### config.mk
export PLATFORM = sky130hd
export DESIGN_NAME = score_controller_flat
export DESIGN_NICKNAME = d
export VERILOG_FILES = /design/src/rtl/score_controller_if.sv /design/src/rtl/score_controller.sv /design/src/flat_wrapper.sv
export SDC_FILE = /design/constraint.sdc
export NUM_CORES = 1
export LEC_CHECK = 0
export BUFFER_PORTS_ARGS = -buffer_cell sky130_fd_sc_hd__buf_2
export CAP_MARGIN = 15
export CORE_MARGIN = 10
export CORE_UTILIZATION = 45
export DETAILED_ROUTE_END_ITERATION = 10
export GPL_TIMING_DRIVEN = 0
export PLACE_DENSITY = 0.69
export REMOVE_ABC_BUFFERS = 1
export SLEW_MARGIN = 20
export SYNTH_ARGS = -nofsm -noshare
export SYNTH_HDL_FRONTEND = slang
export SYNTH_SLANG_ARGS = --single-unit
### constraint.sdc
create_clock -name clk -period 8.9 [get_ports clk]
set_input_delay 1.78 -clock clk [delete_from_list [all_inputs] [get_ports clk]]
set_output_delay 1.78 -clock clk [all_outputs]
set_load 0.03 [all_outputs]
### src/rtl/score_controller_if.sv
// Line-clear handshake and score/status bundle between the board logic,
// the score controller and the HEX display decoder.
interface score_controller_if;
   logic        clear_valid;
   logic [2:0]  clear_count;
   logic        clear_ready;
   logic [23:0] score_bcd;
   logic [9:0]  lines_total;
   logic [3:0]  level;
   logic        bcd_valid;
   logic        busy;

   modport master (
      output clear_valid,
      output clear_count,
      input  clear_ready,
      input  score_bcd,
      input  lines_total,
      input  level,
      input  bcd_valid,
      input  busy
   );

   modport slave (
      input  clear_valid,
      input  clear_count,
      output clear_ready,
      output score_bcd,
      output lines_total,
      output level,
      output bcd_valid,
      output busy
   );
endinterface

### src/rtl/score_controller.sv
// Score controller: accumulates score, lines and level from line-clear
// events and publishes a 6-digit BCD score via iterative double-dabble.
module score_controller #(
   parameter int SCORE_W   = 20,
   parameter int MAX_SCORE = 999999,
   parameter int MAX_LINES = 999,
   parameter int MAX_LEVEL = 9
) (
   input  logic               clk,
   input  logic               reset,
   input  logic               game_reset,
   score_controller_if.slave  bus
);

   localparam int SUM_W = SCORE_W + 1;
   localparam int BCD_W = 24;
   localparam int SH_W  = BCD_W + SCORE_W;
   localparam int CNT_W = $clog2(SCORE_W);

   typedef enum logic [1:0] {
      IDLE,
      ADD,
      CONVERT,
      DONE
   } state_t;

   state_t               state_q, state_d;
   logic [2:0]           count_q, count_d;
   logic [SCORE_W-1:0]   score_q, score_d;
   logic [9:0]           lines_q, lines_d;
   logic [3:0]           level_q, level_d;
   logic [SH_W-1:0]      shift_q, shift_d;
   logic [CNT_W-1:0]     bit_q, bit_d;
   logic [BCD_W-1:0]     bcd_q, bcd_d;
   logic                 valid_q, valid_d;
   logic                 busy_q, busy_d;
   logic                 ready_q, ready_d;

   logic                 legal;
   logic [10:0]          base;
   logic [4:0]           lvl_inc;
   logic [14:0]          points;
   logic [SUM_W-1:0]     score_sum;
   logic [SCORE_W-1:0]   score_sat;
   logic [10:0]          lines_sum;
   logic [9:0]           lines_sat;
   logic [9:0]           lvl_raw;
   logic [3:0]           level_new;

   // One double-dabble step: add 3 to every BCD nibble >= 5, then shift.
   function automatic logic [SH_W-1:0] dabble_step(
      input logic [SH_W-1:0] s
   );
      logic [SH_W-1:0] r;
      r = s;
      for (int i = 0; i < BCD_W / 4; i++) begin
         if (r[SCORE_W + 4*i +: 4] >= 4'd5) begin
            r[SCORE_W + 4*i +: 4] = r[SCORE_W + 4*i +: 4] + 4'd3;
         end
      end
      return r << 1;
   endfunction

   // Base points per line count; illegal counts never reach ADD.
   always_comb begin
      legal = (bus.clear_count != 3'd0) && (bus.clear_count <= 3'd4);
      base  = 11'd0;
      unique case (count_q)
         3'd1:    base = 11'd40;
         3'd2:    base = 11'd100;
         3'd3:    base = 11'd300;
         3'd4:    base = 11'd1200;
         default: base = 11'd0;
      endcase
   end

   // Saturating score, line and level arithmetic for the ADD step.
   always_comb begin
      lvl_inc   = {1'b0, level_q} + 5'd1;
      points    = {4'd0, base} * {10'd0, lvl_inc};
      score_sum = {1'b0, score_q}
                + {{(SUM_W-15){1'b0}}, points};
      if (score_sum > SUM_W'(MAX_SCORE)) begin
         score_sat = SCORE_W'(MAX_SCORE);
      end else begin
         score_sat = score_sum[SCORE_W-1:0];
      end
      lines_sum = {1'b0, lines_q} + {8'd0, count_q};
      if (lines_sum > 11'(MAX_LINES)) begin
         lines_sat = 10'(MAX_LINES);
      end else begin
         lines_sat = lines_sum[9:0];
      end
      lvl_raw = lines_sat / 10'd10;
      if (lvl_raw > 10'(MAX_LEVEL)) begin
         level_new = 4'(MAX_LEVEL);
      end else begin
         level_new = lvl_raw[3:0];
      end
   end

   // Next-state logic for the sequencer and all datapath registers.
   always_comb begin
      state_d = state_q;
      count_d = count_q;
      score_d = score_q;
      lines_d = lines_q;
      level_d = level_q;
      shift_d = shift_q;
      bit_d   = bit_q;
      bcd_d   = bcd_q;
      valid_d = 1'b0;
      unique case (state_q)
         IDLE: begin
            if (bus.clear_valid && legal) begin
               count_d = bus.clear_count;
               state_d = ADD;
            end
         end
         ADD: begin
            score_d = score_sat;
            lines_d = lines_sat;
            level_d = level_new;
            shift_d = {{BCD_W{1'b0}}, score_sat};
            bit_d   = '0;
            state_d = CONVERT;
         end
         CONVERT: begin
            shift_d = dabble_step(shift_q);
            bit_d   = bit_q + CNT_W'(1);
            if (bit_q == CNT_W'(SCORE_W - 1)) begin
               state_d = DONE;
            end
         end
         DONE: begin
            bcd_d   = shift_q[SH_W-1 -: BCD_W];
            valid_d = 1'b1;
            state_d = IDLE;
         end
      endcase
      busy_d  = (state_d != IDLE);
      ready_d = (state_d == IDLE);
   end

   // State registers; either reset source clears the game, no pulse.
   always_ff @(posedge clk) begin
      if (reset || game_reset) begin
         state_q <= IDLE;
         count_q <= 3'd0;
         score_q <= '0;
         lines_q <= 10'd0;
         level_q <= 4'd0;
         shift_q <= '0;
         bit_q   <= '0;
         bcd_q   <= '0;
         valid_q <= 1'b0;
         busy_q  <= 1'b0;
         ready_q <= 1'b1;
      end else begin
         state_q <= state_d;
         count_q <= count_d;
         score_q <= score_d;
         lines_q <= lines_d;
         level_q <= level_d;
         shift_q <= shift_d;
         bit_q   <= bit_d;
         bcd_q   <= bcd_d;
         valid_q <= valid_d;
         busy_q  <= busy_d;
         ready_q <= ready_d;
      end
   end

   assign bus.clear_ready = ready_q;
   assign bus.score_bcd   = bcd_q;
   assign bus.lines_total = lines_q;
   assign bus.level       = level_q;
   assign bus.bcd_valid   = valid_q;
   assign bus.busy        = busy_q;

endmodule

### src/flat_wrapper.sv
// flat-port wrapper written by rule: the top's interface ports become plain ports
module score_controller_flat 
#(
   parameter int SCORE_W   = 20,
   parameter int MAX_SCORE = 999999,
   parameter int MAX_LINES = 999,
   parameter int MAX_LEVEL = 9
)
  (clk, reset, game_reset, bus_clear_valid, bus_clear_count, bus_clear_ready, bus_score_bcd, bus_lines_total, bus_level, bus_bcd_valid, bus_busy);
  score_controller_if bus_i ();
  input  logic clk;
  input  logic reset;
  input  logic game_reset;
  input wire logic [$bits(bus_i.clear_valid)-1:0] bus_clear_valid;
  input wire logic [$bits(bus_i.clear_count)-1:0] bus_clear_count;
  output wire logic [$bits(bus_i.clear_ready)-1:0] bus_clear_ready;
  output wire logic [$bits(bus_i.score_bcd)-1:0] bus_score_bcd;
  output wire logic [$bits(bus_i.lines_total)-1:0] bus_lines_total;
  output wire logic [$bits(bus_i.level)-1:0] bus_level;
  output wire logic [$bits(bus_i.bcd_valid)-1:0] bus_bcd_valid;
  output wire logic [$bits(bus_i.busy)-1:0] bus_busy;
  assign bus_i.clear_valid = bus_clear_valid;
  assign bus_i.clear_count = bus_clear_count;
  assign bus_clear_ready = bus_i.clear_ready;
  assign bus_score_bcd = bus_i.score_bcd;
  assign bus_lines_total = bus_i.lines_total;
  assign bus_level = bus_i.level;
  assign bus_bcd_valid = bus_i.bcd_valid;
  assign bus_busy = bus_i.busy;
  score_controller #(.SCORE_W(SCORE_W), .MAX_SCORE(MAX_SCORE), .MAX_LINES(MAX_LINES), .MAX_LEVEL(MAX_LEVEL)) u_core (.clk(clk), .reset(reset), .game_reset(game_reset), .bus(bus_i));
endmodule
==> Yosys cells after proc, flatten, opt, wreduce, memory -nomap -nowiden <==
Index checks and enable logic that the tools add are counted.
{ "word_totals": {"register_bits": 115, "latch_bits": 0, "ram_bits": 0, "mem_bits_ro": 0, "in_bits": 7, "output_inout_bits": 41, "n_memories": 0} }
{ "op_classes": {"addsub": 10, "mul": 1, "n_div": 1, "magnitude_cmp": 10, "eq_ne": 8, "n_shift": 0, "muxes": 16, "bitwise": 0, "n_reduce_logical": 9} }
{ "ops": {"columns": ["op", "n"], "rows": [
  ["one-hot mux 44 bit (2 select lines)", 1],
  ["one-hot mux 11 bit (4 select lines)", 1],
  [">= comparator 4 x 3 -> 1 bit, second input constant", 6],
  ["two-way mux 4 bit", 6],
  ["adder 20 x 15 -> 21 bit", 1],
  ["> comparator 21 x 20 -> 1 bit, second input constant", 1],
  ["adder 4 x 2 -> 4 bit, second input constant", 5],
  ["two-way mux 20 bit", 1],
  ["multiplier 11 x 5 -> 15 bit", 1],
  ["adder 10 x 3 -> 11 bit", 1],
  ["> comparator 11 x 10 -> 1 bit, second input constant", 1],
  ["divider 10 x 4 -> 10 bit, second input constant", 1],
  ["> comparator 10 x 4 -> 1 bit, second input constant", 1],
  ["two-way mux 10 bit", 1],
  ["one-hot mux 5 bit (2 select lines)", 1],
  ["one-hot mux 2 bit (4 select lines)", 1],
  ["== test 3 x 2 -> 1 bit, second input constant", 2],
  ["adder 4 x 1 -> 5 bit, second input constant", 1],
  ["adder 5 x 1 -> 5 bit, second input constant", 1],
  ["== test 5 bit, second input constant", 1],
  ["== test 2 bit, second input constant", 2],
  ["logical NOT 2 bit", 2],
  ["two-way mux 2 bit", 2],
  ["nonzero test 2 bit", 2],
  ["other kinds (11)", 12]
]} }

==> Logic depth before layout (Yosys ltp) <==
{ "depth": {"depth_word": 7, "ltp_mapped": 29} }

==> Least setup slack after synthesis <==
OpenSTA, ideal clock, no wires.
{ "synth_path": {"path_kind": "register to register", "startpoint": "register u_core.level_q[0] (netlist: u_core.bus.level[0])", "endpoint": "register u_core.shift_q[17]", "t_arrival_ps": 6552, "path_slack_ps": 2228, "stages_incl_launch_ff": 27, "path_buffers": 1, "path_cell_list": "dfxtp_1 ha_1 xnor2_1 or2_2 fa_1 fa_1 fa_1 inv_1 ha_1 a21oi_1 o21ai_0 a21oi_1 nand2b_1 a21boi_0 nor2_1 xnor2_1 ha_1 nand4_1 nor2b_1 a211o_1 a2111oi_4 nor2_1 xnor2_1 a311oi_1 or2_2 clkbuf_1 o31a_1"} }
{ "synth_via": {"elab_chain_len": 6} }
{ "synth_lines": {"columns": ["element", "line_no", "text"], "rows": [
  ["from (decl)", "score_controller.sv:31", "logic [3:0] level_q, level_d;"],
  ["from (signal assigned)", "score_controller.sv:164", "level_q <= level_d;"],
  ["adder 4 x 1 -> 5 bit *", "score_controller.sv:79", "lvl_inc = {1'b0, level_q} + 5'd1;"],
  ["multiplier 11 x 5 -> 15 bit *", "score_controller.sv:80", "points = {4'd0, base} * {10'd0, lvl_inc};"],
  ["adder 20 x 15 -> 21 bit *", "score_controller.sv:82", "+ {{(SUM_W-15){1'b0}}, points};"],
  ["> comparator 21 x 20 -> 1 bit", "score_controller.sv:83", "if (score_sum > SUM_W'(MAX_SCORE)) begin"],
  ["two-way mux 20 bit *", "score_controller.sv:83", null],
  ["one-hot mux 44 bit (2 select lines) *", "score_controller.sv:113", "unique case (state_q)"],
  ["to (signal assigned)", "score_controller.sv:165", "shift_q <= shift_d;"],
  ["to (decl)", "score_controller.sv:32", "logic [SH_W-1:0] shift_q, shift_d;"]
]} }
Every way passes the cells marked *; elsewhere a longest branch is shown, timed or not.
A chain may end at the register's enable or synchronous reset.

==> Worst setup path in the final report <==
Ends and elaborated chain as after synthesis.

==> flow_summary.ini <==
[status]
status = finished, final reports clean

[drt]
drt-pass1-iter-count = 6
drt-total-wl_um = 18600
drc = 0
route.detailed.vias_per_inst = 5.65
wl_per_cell_um = 15.0
vias = 7005
drtIter0Drc = 418
antenna_left = 0

[yosys]
synthAdderAreaFrac_pct = 13.6
synth_xor_area_share_pct = 5.16
synth_top_family_by_area = compound AO/OA/AOI/OAI gates
yosys.area_share.simple_pct = 21.1
synthCells = 981
ys_async_sr_fraction_pct = 0
synth_edf_count = 0
synth-seq-area-share_pct = 28.3
synthFlopType = dfxtp_1
synth-compound-area-share_pct = 21.4
ys_types = 91
yosys_warnings = 0
synth.cell_area_um2 = 8150
synthMuxAreaShare_pct = 4.56
ys_ff_latch = 115
syn_avg_cell_area_um2 = 8.31

[worst_setup_path]
crit_type = reg -> reg
reg2reg_slack_ps = 1320
r2r_end = u_core.shift_q[17]
cp_data_required_time_ps = 9210
r2r_cells = 26
r2r-start = u_core.bus.level[0]
cp-startpoint = u_core.bus.level[0]
start_kind = flop
cp.arrival_ps = 7890
cp-end-kind = flop
cp_max_fo = 13

[min_path]
whs_endpoint = u_core.score_q[1]
min_delay_path_depth = 1
hp-start = u_core.score_q[1]
hold_class = reg -> reg

[layout]
drive_gt1_share_pct = 12.8
area_growth_pct = 11.7
nets = 1082
diodes = 0

[sta]
skew_ps = 6.88
final.min_clock_period_ps = 7580
tightest_slew_ps = 832
grt_setup_unrepaired = false
setup_violations = 0
hold_violations = 0
holdWs_ps = 467
drv_slew = 0
setup_tns_ps = 0
maxSlewHeadroom_pct = 44.6
period_share_pct = 85.2
fmax_mhz = 132

[placement]
portBuffers = 47
hpwlAfterDp_um = 13100
gp_congestion = 0.875

[power_and_ir_drop]
cellPowerDensity_nw_per_um2 = 139
p_leak_nw = 3.68
vdd_drop_max_v = 0.000131

[grt]
grt_max_degree = 64
gr-total-overflow = 0
antenna_found_initial = 0
grt_use_total_pct = 15.4
grt_pass1_wl_um = 31800
grt_pass1_vias = 6663

[clock_network]
cts_buffers = 17
post_cts_buffers = 0
clockBufferDepth = 2
cts_tree = built
cts_resized = 0
cts-root-buf = clkbuf_16
cts.sinks = 115
clk_pin_slew_ps = 60
htreeDepth = 4
clkLatencyLatePin_ps = 420
postCtsHoldBufs = 0

[floorplanning]
io_pins = 48
fp-row-count = 49
core-area_um2 = 17900
initial_core_util_pct = 45.5
die_area_um2 = 23900
die_y_um = 155
fp.dieW_um = 155

[job]
maxCapViolCount = 0
==> final cells by class <==
| class | instances | area [um2] |
|---|---|---|
| inverters | 52 | 195 |
| multi-input cells | 760 | 5410 |
| repair buffers | 52 | 325 |
| clock buffers | 18 | 439 |
| fillers | 1704 | 8800 |
| clock inverters | 14 | 153 |
| well taps | 229 | 287 |
| flip-flops and latches | 115 | 2300 |
==> registers in the layout, indices dropped and copies added (netlist names) <==
signal / cells
u_core.bus.clear_ready: 1
u_core.count_q: 3
u_core.shift_q: 44
u_core.bus.bcd_valid: 1
u_core.score_q: 20
u_core.bus.busy: 1
u_core.bus.lines_total: 10
u_core.bit_q: 5
u_core.state_q: 2
u_core.bus.level: 4
u_core.bus.score_bcd: 24
==> worst max path at each step <==
stage	to	slack [ps]
floorplan	u_core.shift_q[10]	1520
global placement	u_core.shift_q[13]	50
detailed placement	u_core.shift_q[17]	1350
CTS	u_core.shift_q[17]	1330
global route	u_core.shift_q[17]	900
finish	u_core.shift_q[17]	1320
==> per-stage QoR <==
step	total power [mW]	setup slack [ps]	instances	cell area, um2	util [%]
2_1_floorplan	0.575	1520	927	7860	-
3_5_place_dp	0.596	1350	1208	8500	47.5
4_1_cts	1.28	1330	1240	9090	50.8
3_3_place_gp	0.592	51.0	1203	8380	46.8
6_report	1.27	1320	1240	9110	50.9
5_1_grt	1.31	901	1240	9110	50.9
==> cells by family (layout without fill, tap and decap cells) <==
kind of cell / count (synthesis) / count (layout)
xor gates and xnor gates: 48 / 48
buffers and inverters: 106 / 136
adders and majority gates: 78 / 78
muxes: 37 / 37
AOI/OAI and AO/OA: 248 / 248
DFF: 115 / 115
and+or+nand+nor: 349 / 349
==> worst max-delay path: stages, from the launching register on <==
cell,delay [ps]
dfxtp_1,500
ha_1,240
xnor2_1,170
or2_2,380
fa_1,510
fa_1,530
fa_1,550
inv_1,40
ha_1,310
a21oi_1,100
o21ai_0,170
a21oi_1,110
nand2b_1,150
a21boi_0,240
nor2_1,80
xnor2_1,130
ha_1,390
nand2b_1,130
nor3_1,50
a2111oi_0,400
o211ai_1,270
o21bai_1,230
o41ai_1,580
a311oi_4,330
buf_6,240
or2_2,370
o31a_1,290
==> metal layers <==
| layer | vias up | GRT usage [%] | wire length [um] |
|---|---|---|---|
| li1 | 3527 | - | - |
| met1 | 3279 | 19.6 | 8650 |
| met4 | 0 | 5.58 | 357 |
| met3 | 31 | 2.61 | 816 |
| met5 | - | 0 | 0 |
| met2 | 168 | 25.4 | 8800 |
==> placed cells by master, fill, tap and decap left out, types with 19 or more instances in the layout <==
cell      count
nor2_1      137
ha_1         55
o21ai_0      41
dfxtp_1     115
nand2b_1     27
nor3_1       26
buf_2        47
xnor2_1      29
xor2_1       19
nand2_1      55
mux2i_1      36
inv_1        49
a21oi_1      72
==> synth_stat cells, drive strengths merged (7+ instances only) <==
master,number,area [um2]
a211oi,12,120
a21o,9,68.8
a21oi,73,377
a22oi,16,134
a311oi,8,82.6
a31oi,7,43.8
and3,17,106
buf,16,128
clkbuf,37,144
dfxtp,115,2300
fa,18,360
ha,59,738
inv,50,188
mux2i,36,360
nand2,55,206
nand2b,27,169
nand3,15,75.1
nand3b,11,82.6
nand4,9,62.6
nor2,138,518
nor2b,13,81.3
nor3,27,140
o21ai,43,219
o22ai,15,93.8
o31ai,7,52.6
or2,11,68.8
xnor2,29,254
xor2,19,166
==> power by group <==
part / leakage [nW] / internal [mW] / switching (mW) / total (mW)
clock: 0.280 / 0.422 / 0.263 / 0.685
combinational: 2.47 / 0.0202 / 0.0435 / 0.0637
sequential: 0.927 / 0.518 / 0.00329 / 0.521
Power figures use the tool's default switching activity.
